[config.mk]
export PLATFORM = sky130hd
export DESIGN_NAME = truth_table_sweeper
export DESIGN_NICKNAME = d
export VERILOG_FILES = /design/src/rtl/truth_table_sweeper_pkg.sv /design/src/rtl/sweep_settle_timer.sv /design/src/rtl/truth_table_sweeper.sv
export VERILOG_INCLUDE_DIRS = /design/src /design/src/rtl
export SDC_FILE = /design/constraint.sdc
export NUM_CORES = 1
export LEC_CHECK = 0
export ABC_AREA = 1
export ABC_CLOCK_PERIOD_IN_PS = 1800
export CAP_MARGIN = 20
export CELL_PAD_IN_SITES_DETAIL_PLACEMENT = 0
export CELL_PAD_IN_SITES_GLOBAL_PLACEMENT = 1
export CORE_UTILIZATION = 30
export DETAILED_ROUTE_END_ITERATION = 8
export HOLD_SLACK_MARGIN = 0.03
export PLACE_DENSITY_LB_ADDON = 0.1
export RECOVER_POWER = 25
export SYNTH_ARGS = -nofsm -noshare
export SYNTH_HDL_FRONTEND = slang
export SYNTH_HIERARCHICAL = 1
export SYNTH_SLANG_ARGS = --single-unit
export TNS_END_PERCENT = 10
[constraint.sdc]
create_clock -name clk -period 1.8 [get_ports clk]
set_input_delay 0.45 -clock clk [delete_from_list [all_inputs] [get_ports clk]]
set_output_delay 0.45 -clock clk [all_outputs]
set_load 0.01 [all_outputs]
[src/rtl/sweep_defs.vh]
`ifndef SWEEP_DEFS_VH
`define SWEEP_DEFS_VH

`define SWEEP_ST_IDLE   2'd0
`define SWEEP_ST_SETTLE 2'd1
`define SWEEP_ST_SAMPLE 2'd2
`define SWEEP_ST_DONE   2'd3

`define SWEEP_N_VEC     16
`define SWEEP_IDX_W     4

`endif

[src/rtl/truth_table_sweeper_pkg.sv]
// Shared types and widths for the truth-table sweeper.
// Encodings come from sweep_defs.vh so non-SV consumers see the same values.
package truth_table_sweeper_pkg;

    `include "sweep_defs.vh"

    typedef enum logic [1:0] {
        ST_IDLE   = `SWEEP_ST_IDLE,
        ST_SETTLE = `SWEEP_ST_SETTLE,
        ST_SAMPLE = `SWEEP_ST_SAMPLE,
        ST_DONE   = `SWEEP_ST_DONE
    } state_t;

    localparam int N_VEC = `SWEEP_N_VEC;
    localparam int IDX_W = `SWEEP_IDX_W;
    localparam int CNT_W = 4;
    localparam int FC_W  = 5;

endpackage

[src/rtl/sweep_settle_timer.sv]
// Down-counter that paces each vector's settle window; load wins over decrement.
// Latency: zero reflects the registered count; no backpressure, free-running on dec.
module sweep_settle_timer #(
    parameter int W = 4
) (
    input  logic         clk,
    input  logic         rst_n,
    input  logic         load,
    input  logic [W-1:0] load_val,
    input  logic         dec,
    output logic         zero
);

    logic [W-1:0] cnt_q;

    always_ff @(posedge clk or negedge rst_n) begin
        if (!rst_n) begin
            cnt_q <= '0;
        end else if (load) begin
            cnt_q <= load_val;
        end else if (dec && (cnt_q != '0)) begin
            cnt_q <= cnt_q - 1'b1;
        end
    end

    assign zero = (cnt_q == '0);

endmodule

[src/rtl/truth_table_sweeper.sv]
// Drives all 16 {a,b,c,d} vectors into an external datapath and checks f/g against EXP_F/EXP_G.
// Latency: SETTLE_CYC+1 cycles per vector; start is ignored while a sweep is running.
module truth_table_sweeper
    import truth_table_sweeper_pkg::*;
#(
    parameter int          SETTLE_CYC = 2,
    parameter logic [15:0] EXP_F      = 16'h0000,
    parameter logic [15:0] EXP_G      = 16'h0000
) (
    input  logic       clk,
    input  logic       rst_n,
    input  logic       start,
    input  logic       f_in,
    input  logic       g_in,
    output logic       a,
    output logic       b,
    output logic       c,
    output logic       d,
    output logic       busy,
    output logic       done,
    output logic       pass,
    output logic [4:0] fail_count,
    output logic [3:0] first_fail_idx
);

    state_t           state_q, state_d;
    logic [IDX_W-1:0] idx_q;
    logic [FC_W-1:0]  fc_q;
    logic [IDX_W-1:0] ffi_q;

    logic t_load, t_dec, t_zero;
    logic begin_sweep, advance, mismatch;

    sweep_settle_timer #(.W(CNT_W)) u_settle (
        .clk      (clk),
        .rst_n    (rst_n),
        .load     (t_load),
        .load_val (CNT_W'(SETTLE_CYC - 1)),
        .dec      (t_dec),
        .zero     (t_zero)
    );

    always_ff @(posedge clk or negedge rst_n) begin
        if (!rst_n) begin
            state_q <= ST_IDLE;
        end else begin
            state_q <= state_d;
        end
    end

    always_comb begin
        state_d     = state_q;
        t_load      = 1'b0;
        t_dec       = 1'b0;
        begin_sweep = 1'b0;
        advance     = 1'b0;
        mismatch    = 1'b0;
        case (state_q)
            ST_IDLE, ST_DONE: begin
                if (start) begin
                    state_d     = ST_SETTLE;
                    begin_sweep = 1'b1;
                    t_load      = 1'b1;
                end
            end
            ST_SETTLE: begin
                t_dec = 1'b1;
                if (t_zero) begin
                    state_d = ST_SAMPLE;
                end
            end
            ST_SAMPLE: begin
                // Either output wrong counts as a single failure for this vector.
                mismatch = (f_in != EXP_F[idx_q]) || (g_in != EXP_G[idx_q]);
                if (idx_q == IDX_W'(N_VEC - 1)) begin
                    state_d = ST_DONE;
                end else begin
                    state_d = ST_SETTLE;
                    advance = 1'b1;
                    t_load  = 1'b1;
                end
            end
            default: state_d = ST_IDLE;
        endcase
    end

    always_ff @(posedge clk or negedge rst_n) begin
        if (!rst_n) begin
            idx_q <= '0;
            fc_q  <= '0;
            ffi_q <= '0;
        end else if (begin_sweep) begin
            idx_q <= '0;
            fc_q  <= '0;
            ffi_q <= '0;
        end else begin
            if (advance) begin
                idx_q <= idx_q + 1'b1;
            end
            if (mismatch) begin
                fc_q <= fc_q + 1'b1;
                if (fc_q == '0) begin
                    ffi_q <= idx_q;
                end
            end
        end
    end

    assign {a, b, c, d}   = idx_q;
    assign busy           = (state_q == ST_SETTLE) || (state_q == ST_SAMPLE);
    assign done           = (state_q == ST_DONE);
    assign pass           = (state_q == ST_DONE) && (fc_q == '0);
    assign fail_count     = fc_q;
    assign first_fail_idx = ffi_q;

endmodule

==> flow_summary.json <==
{
  "outcome": "complete, no violations",
  "area_growth_pct": 40.0,
  "synth_top_area_frac": 0.400,
  "cts_buffers": 3,
  "rows": 22,
  "final_cells": 249,
  "layout_common_cells": "47 x nand2_1, 22 x buf_4, 18 x nand3_1, 18 x dfrtp_1, 15 x clkdlybuf4s50_1",
  "use_met1": 0.188,
  "rsz0062_at_grt": "no",
  "drv_cap": 0,
  "ant_nets": 0,
  "drv_slew": 0,
  "endpoint_kind": "output port",
  "multiInputGateArea_um2": 648,
  "yosys_register_bits": 19,
  "reg2reg_slack_ps": 200,
  "clkTransAtPathRegs_ps": 80,
  "min_period_ps": 1760,
  "dieArea_mm2": 0.00422,
  "cts_sinks": 19,
  "cts_tree": "built",
  "synth_cell_type_count": 25,
  "syn_avg_cell_area_um2": 7.67,
  "skew_ps": 1.28,
  "final_common_cell": "nand2_1",
  "criticalPathCategory": "reg -> out",
  "grt_max_degree": 20,
  "gp_congestion": 0.757,
  "setup_viol": 0,
  "grtUsageTotal": 0.149,
  "seq_area_um2": 477,
  "grt_overflow_total": 0,
  "place_inst": 243,
  "p_leak_nw": 0.914,
  "io_pins": 21,
  "n_fill_cell": 401,
  "use_met2": 0.246,
  "insertion_delay_ps": 260,
  "clk_path_buf_depth": 2,
  "vias": 1123,
  "layout-drive-gt1-share": 0.244,
  "busiest_layer": "met2",
  "grt_pass1_vias": 1082,
  "synth_cells": 155,
  "vias_per_cell": 4.51,
  "power_w": 0.00248,
  "hold_viol": 0,
  "cts-htree-levels": 1,
  "critPathRequiredTime_ps": 1350,
  "grt_use_met3": 0.0282,
  "dr.pass1.iters": 4,
  "ys_seq_area_frac": 0.400,
  "antenna_found_initial": 0,
  "syn_area_mm2": 0.00119,
  "hold_slack_ps": 508,
  "path_max_fanout": 5,
  "irDropWorstVdd_mv": 0.742,
  "powerDensity_mw_per_mm2": 1490,
  "yosysTopAreaCell": "dfrtp_1",
  "grt_pass1_wl_um": 4840,
  "wl_um": 2730,
  "avgRoutedWirePerCell_um": 11.0,
  "dp_hpwl_um": 2000,
  "finalCritPeriodShare": 0.975,
  "start_util": 0.318,
  "coreArea_mm2": 0.00374,
  "n_antenna_cell": 0,
  "critical_path_arrival_ps": 1310,
  "port_buffers": 20,
  "stdcell_area_mm2": 0.00166,
  "hold_class": "reg -> reg",
  "post_dp_cell_area_mm2": 0.00159,
  "die_y_um": 64.9,
  "cts-root-buf": "clkbuf_8",
  "final_nets": 215,
  "worstSetupStartpointType": "register",
  "chipWidth_um": 64.9,
  "detail_route.iter0.violations": 27,
  "yosys_warnings": 6,
  "fmax_mhz": 570,
  "route.detailed.drc": 0,
  "synth.area.top_cells": "dfrtp_1 40%, nand2_1 15%, ha_1 8.4%, nand3_1 7.6%, inv_1 4.7%"
}
## flip-flops by register name (all words and copies together) (netlist names)
register,count
state_q,2
first_fail_idx,4
fail_count,5
u_settle/cnt_q,4
idx_q,4
## power by group
part / total, W / switching, W / internal [W]
Combinational: 0.00154 / 0.000840 / 0.000701
Sequential: 0.000629 / 0.0000821 / 0.000547
Clock: 0.000313 / 0.000158 / 0.000154
## cells in the mapped netlist
library cell and n:
o21ai_0 4, o21ai_1 2, buf_6 1, or2_0 1
clkinv_1 1, a21oi_2 1, nor3b_1 1, nand3_1 18
nand4_1 8, nand2_2 5, inv_1 15, nor2_1 6
clkinv_2 1, dfrtp_1 19, a21oi_1 1, nand2_4 1
buf_4 1, nor2_2 2, nand2_1 48, conb_1 2
xor2_1 2, nand3b_1 2, nor2_4 2, ha_1 8
inv_2 3
## through the flow
stage	setup WS (ps)	util	TNS, ps
2_1_floorplan	115	-	0
3_3_place_gp	-29.5	0.425	-29.5
3_5_place_dp	-61.6	0.425	-61.6
4_1_cts	1.41	0.439	0
5_1_grt	0.194	0.445	0
6_report	44.6	0.445	0
## per-layer routing
metal	part of all wire	up-vias
li1	-	583
met1	0.48	513
met2	0.46	23
met3	0.044	4
met4	0.015	0
met5	0	-
## critical path: stages (launching register included)
cell and delay [ps]:
dfrtp_1 360, buf_4 150, clkdlybuf4s50_1 530
## cells by family (layout without fill, tap and decap cells)
group / after synthesis / in the layout / synth area share
XOR/XNOR: 2 / 2 / 0.0147
AO/OA/AOI/OAI: 8 / 8 / 0.0368
adder cells (fa/ha/maj): 8 / 8 / 0.0842
other: 2 / 4 / 0.00632
AND/OR/NAND/NOR: 94 / 94 / 0.378
flip-flops: 19 / 19 / 0.400
buffers and inverters: 22 / 66 / 0.0800
## final cells by class
type / count / share of cell area
repair buffers: 42 / 0.214
inverters: 20 / 0.0459
multi-input cells: 116 / 0.389
clock buffers: 3 / 0.0248
flip-flops and latches: 19 / 0.286
clock inverters: 1 / 0.00301
well taps: 48 / 0.0361
## timing repair
action / CTS / global route
gates resized for setup: 6 / 9
buffers inserted: 2 / 0
hold buffers: 0 / 0
endpoints found under the setup margin: 3 / 4
pin swaps: 0 / 1
## path summary, 6_finish.rpt
check | start | to | cells past startpoint
worst min-delay path | first_fail_idx[1]$_DFFE_PN0P_ | first_fail_idx[1]$_DFFE_PN0P_ | 2
min in group asynchronous | rst_n | state_q[0]$_DFFE_PN0P_ | 2
worst max register to register | state_q[0]$_DFFE_PN0P_ | u_settle/cnt_q[1]$_DFFE_PN0P_ | 11
worst max-delay path | idx_q[0]$_DFFE_PN0P_ | d | 2
max in group asynchronous | rst_n | idx_q[2]$_DFFE_PN0P_ | 2
worst min register to register | first_fail_idx[1]$_DFFE_PN0P_ | first_fail_idx[1]$_DFFE_PN0P_ | 2
No activity file was read; power rests on OpenSTA's default activity.
